**config.mk**
```make
export PLATFORM = sky130hd
export DESIGN_NAME = pipeline_hazard_ctrl
export DESIGN_NICKNAME = d
export VERILOG_FILES = /design/src/rtl/pipeline_hazard_ctrl.sv
export SDC_FILE = /design/constraint.sdc
export NUM_CORES = 1
export LEC_CHECK = 0
export BUFFER_PORTS_ARGS = -buffer_cell sky130_fd_sc_hd__buf_4
export CAP_MARGIN = 20
export CORE_ASPECT_RATIO = 0.6
export CORE_UTILIZATION = 35
export DETAILED_ROUTE_END_ITERATION = 12
export GPL_TIMING_DRIVEN = 0
export PLACE_DENSITY = 0.65
export SETUP_SLACK_MARGIN = 0.5
export SYNTH_ARGS = -nofsm -noshare
export SYNTH_HDL_FRONTEND = slang
export SYNTH_SLANG_ARGS = --single-unit
```
**constraint.sdc**
```tcl
create_clock -name clk -period 4.2 [get_ports clk]
set_clock_uncertainty 0.05 [all_clocks]
set_input_delay 0.21 -clock clk [delete_from_list [all_inputs] [get_ports clk]]
set_output_delay 0.21 -clock clk [all_outputs]
set_load 0.02 [all_outputs]
```
**src/rtl/pipeline_hazard_ctrl.sv**
```systemverilog
// Hazard and redirect sequencer for the 3-stage F/D/X pipeline.
// Drives stalls, X flush, PC select, dmem watchdog and perf counters.
module pipeline_hazard_ctrl #(
   parameter int RA_W     = 5,
   parameter int WAIT_MAX = 15,
   parameter int CNT_W    = 32
) (
   input  logic             clk,
   input  logic             rst,
   input  logic [RA_W-1:0]  rs1D,
   input  logic [RA_W-1:0]  rs2D,
   input  logic             use_rs1D,
   input  logic             use_rs2D,
   input  logic [RA_W-1:0]  rdX,
   input  logic             reg_writeX,
   input  logic             mem_readX,
   input  logic             br_takenX,
   input  logic             jalrX,
   input  logic             dmem_req,
   input  logic             dmem_ready,
   output logic             stallF,
   output logic             stallD,
   output logic             stallX,
   output logic             flushX,
   output logic [1:0]       pc_sel,
   output logic             mem_timeout,
   output logic [CNT_W-1:0] stall_cnt,
   output logic [CNT_W-1:0] flush_cnt
);

   localparam int WC_W = $clog2(WAIT_MAX + 1);
   localparam logic [WC_W-1:0] WC_MAX = WC_W'(WAIT_MAX);
   localparam logic [WC_W-1:0] WC_ONE = WC_W'(1);

   localparam logic [1:0] PC_SEQ  = 2'b00;
   localparam logic [1:0] PC_BR   = 2'b01;
   localparam logic [1:0] PC_JALR = 2'b10;
   localparam logic [1:0] PC_RST  = 2'b11;

   localparam logic [CNT_W-1:0] CNT_SAT = {CNT_W{1'b1}};
   localparam logic [CNT_W-1:0] CNT_ONE = CNT_W'(1);

   typedef enum logic [1:0] {
      BOOT,
      RUN,
      MEM_WAIT,
      HALT
   } state_t;

   state_t          state;
   state_t          stateNext;
   logic [WC_W-1:0] waitCtr;
   logic [WC_W-1:0] waitCtrNext;
   logic            timeoutNext;

   logic            rs1Hit;
   logic            rs2Hit;
   logic            loadUse;
   logic            memMiss;
   logic            selMiss;
   logic            selJalr;
   logic            selBr;
   logic            selLoadUse;
   logic            isRedirect;

   // Hazard detection, flattened into mutually exclusive RUN-state selects.
   always_comb begin
      rs1Hit     = use_rs1D & (rs1D == rdX);
      rs2Hit     = use_rs2D & (rs2D == rdX);
      loadUse    = mem_readX & reg_writeX & (rdX != '0)
                 & (rs1Hit | rs2Hit);
      memMiss    = dmem_req & ~dmem_ready;
      selMiss    = memMiss;
      selJalr    = ~memMiss & jalrX;
      selBr      = ~memMiss & ~jalrX & br_takenX;
      selLoadUse = ~memMiss & ~jalrX & ~br_takenX & loadUse;
   end

   // Next-state and hazard outputs from current state plus inputs.
   always_comb begin
      stateNext   = state;
      waitCtrNext = waitCtr;
      timeoutNext = mem_timeout;
      stallF      = 1'b0;
      stallD      = 1'b0;
      stallX      = 1'b0;
      flushX      = 1'b0;
      pc_sel      = PC_SEQ;

      unique case (state)
         BOOT: begin
            pc_sel    = PC_RST;
            flushX    = 1'b1;
            stateNext = RUN;
         end

         RUN: begin
            unique case (1'b1)
               selMiss: begin
                  stallF      = 1'b1;
                  stallD      = 1'b1;
                  stallX      = 1'b1;
                  stateNext   = MEM_WAIT;
                  waitCtrNext = WC_ONE;
               end
               selJalr: begin
                  pc_sel = PC_JALR;
                  flushX = 1'b1;
               end
               selBr: begin
                  pc_sel = PC_BR;
                  flushX = 1'b1;
               end
               selLoadUse: begin
                  stallF = 1'b1;
                  stallD = 1'b1;
                  flushX = 1'b1;
               end
               default: begin
                  pc_sel = PC_SEQ;
               end
            endcase
         end

         MEM_WAIT: begin
            stallF = 1'b1;
            stallD = 1'b1;
            stallX = 1'b1;
            if (dmem_ready) begin
               stateNext = RUN;
            end else if (waitCtr == WC_MAX) begin
               stateNext   = HALT;
               timeoutNext = 1'b1;
            end else begin
               waitCtrNext = waitCtr + WC_ONE;
            end
         end

         HALT: begin
            stallF = 1'b1;
            stallD = 1'b1;
            stallX = 1'b1;
         end

         default: begin
            stateNext = BOOT;
         end
      endcase
   end

   always_comb begin
      isRedirect = (pc_sel == PC_BR) | (pc_sel == PC_JALR);
   end

   // State, wait counter and sticky watchdog flag.
   always_ff @(posedge clk or negedge rst) begin
      if (!rst) begin
         state       <= BOOT;
         waitCtr     <= '0;
         mem_timeout <= 1'b0;
      end else begin
         state       <= stateNext;
         waitCtr     <= waitCtrNext;
         mem_timeout <= timeoutNext;
      end
   end

   // Saturating perf counters for stalled and redirected cycles.
   always_ff @(posedge clk or negedge rst) begin
      if (!rst) begin
         stall_cnt <= '0;
         flush_cnt <= '0;
      end else begin
         if (stallD && stall_cnt != CNT_SAT) begin
            stall_cnt <= stall_cnt + CNT_ONE;
         end
         if (isRedirect && flush_cnt != CNT_SAT) begin
            flush_cnt <= flush_cnt + CNT_ONE;
         end
      end
   end

endmodule

```
==> reports/metrics.cfg, run 1 <==
[cts]
clockRootBuffer=clkbuf_16
cts.path.max_buffers=2
clk_pin_slew_worst_paths_ns=0.06
htreeDepth=3
insertion_delay_ns=0.33
cts_made_buffers=9
clkSinkCount=71
cts_tree=built

[floorplanning]
io_pins=96
die_h_microns=83.2
design.core.area_sq_um=10600
start_util_pct=36.2
dieArea_sq_um=11400
die_width_microns=137
rows=29

[logic_synthesis]
synth-edff-count=0
netlist_area_sq_um=3850
async_flop_share_pct=100
ys_seq_elements=71
synth_top_area_share_pct=46.2
syn_nets=410
syn_inst=376
yosysWarnings=0
synth_top_area_cell=dfrtp_1
synth-main-ff-cell=dfrtp_1
ys_seq_area_share_pct=46.2
synth_area_leaders=dfrtp_1 46%, xor2_1 9.8%, xnor2_1 6.6%, nand3_1 3.6%, nand4_1 3.6%
synth.distinct_cells=51
avgSynthCellArea_sq_um=10.2

[final_layout]
antenna_cells=0
syn_to_final_growth_pct=30.0
drive_gt1_share_pct=27.3
multiInputGateArea_sq_um=1960
final_common_cell=buf_4
nFillCells=1011
fin_util_pct=47.1
seq_area_sq_um=1780
layout_common_cells=98 x buf_4, 71 x dfrtp_1, 43 x xor2_1
finalNetCount=517

[route]
drt_iter0_drc=250
antenna_left=0
wl_met2_mm=3.84
dr.max_layer_used=met4
wl_per_cell_microns=14.7
wl_met3_microns=580
routed_wl_mm=9.21
routed_via_density=5.12
drc=0
vias=3213
drtPass1Iterations=4
wl_met1_mm=4.70

[setup_path]
cp.arrival_ns=2.38
cp_max_fo=10
required_ns=3.94
crit_path_end_kind=output port
crit_type=flip-flop to output port
cp-start-kind=flip-flop

[sta]
worst_pin_slew_ns=0.913
period_share_pct=62.8
hold_violations=0
hold_ws_ns=0.243
rsz0062_at_grt=false
max_clock_freq_ghz=0.379
setup_viol=0
layout_setup_ws_ns=1.56
drv_slew=0
period_minus_slack_ns=2.64
tns_ns=0
slew_headroom_pct=39.1

[global_routing]
grt.overflow.total=0
grt_pass1_wl_mm=15.1
grt_use_total_pct=17.0
antenna_found_initial=0
grt_pass1_vias=2948
grt_max_degree=72

[placed_design]
place.gp.congestion=0.787
port_buffers=95
place_ws_ns=1.61
dp_hpwl_mm=6.85

[pwr]
p_sw_share_pct=35.3
comb_power_share_pct=31.2
p_leak_nw=2.47
switching_power_uw=786
p_int_mw=1.44
pwr-share-clk_pct=30.2
seq_power_share_pct=38.6
power.density_nw_per_um2=445
ir_drop_mv=0.307

[run]
max_cap_viol_count=0

[status]
outcome=complete, no violations

[hold_path]
hold_class=input port to flip-flop

==> flip-flops by register name (all words and copies together), names as in the netlist <==
signal and cells:
state 2, waitCtr 4, mem_timeout 1, flush_cnt 32, stall_cnt 32
==> final timing paths <==
check	slack, ns	from	to	cells after the start
min in group asynchronous	0.50	rst	stall_cnt[27]	2
setup / recovery	1.56	state[1]	stallF	9
hold / removal	0.24	dmem_ready	waitCtr[1]	3
max in group asynchronous	3.00	rst	flush_cnt[23]	2
hold reg to reg	0.43	mem_timeout	mem_timeout	1
setup reg to reg	1.63	state[0]	flush_cnt[27]	8
==> area by class of cell <==
cell class | instances | share of cell area [%]
Tap cell | 139 | 3.48
Sequential cell | 71 | 35.5
Clock inverter | 5 | 0.500
Clock buffer | 11 | 4.65
Buffer | 8 | 1.30
Inverter | 12 | 0.900
Multi-Input combinational cell | 285 | 39.2
Timing Repair Buffer | 96 | 14.5
==> worst max-delay path, stage by stage, from the launching register on <==
cell and delay [ns]:
dfrtp_1 0.41, inv_1 0.13, ha_1 0.28, and2_2 0.24, nor4b_4 0.29, a31oi_4 0.16, buf_4 0.22, inv_1 0.08
buf_4 0.10, buf_4 0.12
==> synthesized netlist by cell type, types with 2 or more instances <==
library cell and number:
ha_1 9, a211oi_1 2, nand2_1 36, xor2_1 43
nand3_1 28, nor3_1 25, o21ai_0 3, nor3_2 4
dfrtp_1 71, xnor2_1 29, o211ai_1 2, and3_1 11
buf_4 3, nand4_1 22, inv_1 12, mux2i_1 2
nor4_1 7, nor2_1 25, buf_6 3, mux2_1 2
nand2b_1 2, and4_1 6
==> power groups by stage <==
stage / Clock (mW) / Sequential, mW / Combinational (mW)
2_1_floorplan: 0 / 0.912 / 0.379
3_5_place_dp: 0 / 0.870 / 0.701
5_1_grt: 0.719 / 0.875 / 0.759
3_3_place_gp: 0 / 0.866 / 0.683
6_report: 0.671 / 0.860 / 0.694
4_1_cts: 0.693 / 0.860 / 0.702
==> kinds of logic after synthesis <==
group,share of synthesized area (%)
buffers and inverters,2.86
AOI/OAI and AO/OA,3.71
muxes,1.40
and+or+nand+nor,26.5
xor gates and xnor gates,16.4
DFF,46.2
adders and majority gates,2.93
==> stage by stage <==
| stage | total power [mW] | cell area, sq um | cells |
|---|---|---|---|
| 2_1_floorplan | 1.29 | 3850 | 376 |
| 3_3_place_gp | 1.55 | 4730 | 610 |
| 3_5_place_dp | 1.57 | 4730 | 610 |
| 4_1_cts | 2.26 | 5000 | 627 |
| 5_1_grt | 2.35 | 5000 | 627 |
| 6_report | 2.23 | 5000 | 627 |
==> layer usage <==
metal / track usage (%) / vias up
li1: - / 1546
met1: 25.6 / 1572
met2: 23.2 / 85
met3: 5.07 / 10
met4: 4.40 / 0
met5: 0 / -
==> what timing repair did <==
action,CTS,global route
buffers inserted,0,0
setup endpoints to repair,0,0
hold buffers,1,0
hold endpoints to repair,16,0
resized for setup,0,0
No activity file was read; power rests on OpenSTA's default activity.
==> run 2: changes to the inputs <==
Clock period 4.2 ns to 2.7 ns, I/O delays scaled along.
==> run 2 against run 1 <==
Against the previous run: non-clock buffer count is 22 higher; worst hold slack worse by 0.073 ns; power is 76% higher; sequential power is 57% higher; core utilization is 4.7 points higher; combinational power is 120% higher; largest power group is now combinational logic.
==> reports/metrics.cfg, run 2 (synthesis gave the netlist of run 1 again) <==
[global_routing]
grt.overflow.total=0  ; unchanged
grt_max_degree=72  ; unchanged
grt_pass1_wl_mm=15.8  ; +4.8%
grt_pass1_vias=3097  ; +5.1%
antenna_found_initial=0  ; unchanged
grt_use_total_pct=17.8  ; +0.78 points

[route]
antenna_left=0  ; unchanged
wl_per_cell_microns=15.7  ; +7.2%
wl_met1_mm=4.92  ; +4.8%
drtPass1Iterations=4  ; unchanged
drt_iter0_drc=264  ; +5.6%
vias=3370  ; +4.9%
dr.max_layer_used=met4
drc=0  ; unchanged
wl_met3_microns=647  ; +12%
routed_wl_mm=10.2  ; +11%
wl_met2_mm=4.54  ; +18%
routed_via_density=5.19  ; +1.3%

[floorplanning]
io_pins=96  ; unchanged
dieArea_sq_um=11400  ; unchanged
die_width_microns=137  ; unchanged
design.core.area_sq_um=10600  ; unchanged
rows=29  ; unchanged
start_util_pct=36.2  ; unchanged
die_h_microns=83.2  ; unchanged

[setup_path]
r2r_slack_ns=0.57  ; -1.06 ns
crit_type=flip-flop to output port
crit_path_end_kind=output port
cp-start-kind=flip-flop
r2r-start=state[1]
cp_max_fo=4  ; -6
required_ns=2.52  ; -1.42 ns
cp-startpoint=state[0]
cp.arrival_ns=2.00  ; -0.38 ns
r2r_cells=9  ; +1

[final_layout]
finalNetCount=539  ; +4.3%
antenna_cells=0  ; unchanged
layout_common_cells=113 x buf_4, 68 x dfrtp_1, 43 x xor2_1
seq_area_sq_um=1780  ; +0.21%
reg_top3=flush_cnt x32, stall_cnt x32, waitCtr x4
nFillCells=957  ; -5.3%
stdcell_area_sq_um=5500  ; +10%
multiInputGateArea_sq_um=2230  ; +14%
drive_gt1_share_pct=38.4  ; +11 points
syn_to_final_growth_pct=43.1
final_common_cell=buf_4

[pwr]
ir_drop_mv=0.500  ; +63%
p_leak_nw=2.64  ; +6.7%
power_mw=3.92  ; +76%
power.density_nw_per_um2=711  ; +60%

[cts]
insertion_delay_ns=0.33  ; about the same
clk_pin_slew_worst_paths_ns=0.06  ; about the same
clkSinkCount=71  ; unchanged
cts_tree=built
htreeDepth=3  ; unchanged
cts_made_buffers=9  ; unchanged
clockRootBuffer=clkbuf_16
cts.path.max_buffers=2  ; unchanged

[placed_design]
place_ws_ns=0.110  ; -1.50 ns
dp_hpwl_mm=6.85  ; unchanged
port_buffers=95  ; unchanged
place.gp.congestion=0.787  ; unchanged
postPlaceCellArea_sq_um=4730  ; unchanged

[sta]
setup_viol=0  ; unchanged
layout_setup_ws_ns=0.516  ; -1.05 ns
worst_pin_slew_ns=0.933  ; +0.0206 ns
period_minus_slack_ns=2.18
drv_slew=0  ; unchanged
period_share_pct=80.9
slew_headroom_pct=37.8  ; -1.4 points
rsz0062_at_grt=true
max_clock_freq_ghz=0.458
hold_violations=0  ; unchanged
tns_ns=0  ; unchanged

[hold_path]
whs_path_depth=3  ; unchanged
hold_class=input port to flip-flop
hp-start=dmem_ready

[status]
outcome=complete, no violations

[run]
max_cap_viol_count=0  ; unchanged

run 2: cell types whose count changed in the layout (fill, tap and decap cells not counted), sizes merged:
| cell | previous run | this run |
|---|---|---|
| clkbuf | 12 | 13 |
| buf | 102 | 123 |
run 2: through the flow:
stage                     util (%)  hold slack [ns]  instances
after global routing          51.8            0.191        649
after CTS                     49.3            0.160        642
after detailed placement      44.5            0.278        610
after floorplan                  -           -0.211        376
after global placement        44.5            0.278        610
final                         51.8            0.170        649
run 2: area by class of cell:
type                    count  area share, %
flip-flops and latches     71           32.3
inverters                  12          0.909
repair buffers            118           16.7
well taps                 139           3.16
clock inverters             5          0.455
multi-input cells         285           40.6
plain buffers               8           1.66
clock buffers              11           4.23
run 2: repair_timing:
action                                 in CTS  in global routing
setup endpoints to repair                  49                 50
resized for setup                          25                 45
hold buffers                                1                  0
pin swaps                                   6                 20
cloned                                      0                  1
setup buffers                              15                  6
endpoints found under the hold margin      71                  0
run 2: power breakdown:
part | leakage [nW] | internal, mW | total (mW) | switching (mW)
Sequential | 0.940 | 1.19 | 1.35 | 0.165
Clock | 0.133 | 0.613 | 1.04 | 0.430
Combinational | 1.56 | 0.702 | 1.52 | 0.819
Total | 2.64 | 2.50 | 3.92 | 1.41
run 2: path summary, 6_finish.rpt:
kind	endpoint
max	stallF
max in group asynchronous	flush_cnt[6]
min reg2reg	mem_timeout
min	waitCtr[1]
max reg2reg	stall_cnt[13]
min in group asynchronous	stall_cnt[27]
run 2: routing by layer:
metal | vias to the layer above | GRT usage (%)
met2 | 97 | 24.3
met1 | 1666 | 26.6
met5 | - | 0
met4 | 0 | 5.00
li1 | 1592 | -
met3 | 15 | 5.25
run 2: worst max-delay path, cell delays in order, from the launching register on:
cell and delay (ns):
dfrtp_2 0.44, buf_4 0.16, ha_1 0.21, a211oi_2 0.19, nor2_2 0.08, a31oi_4 0.19
buf_6 0.15, inv_4 0.03, buf_6 0.10, buf_6 0.12
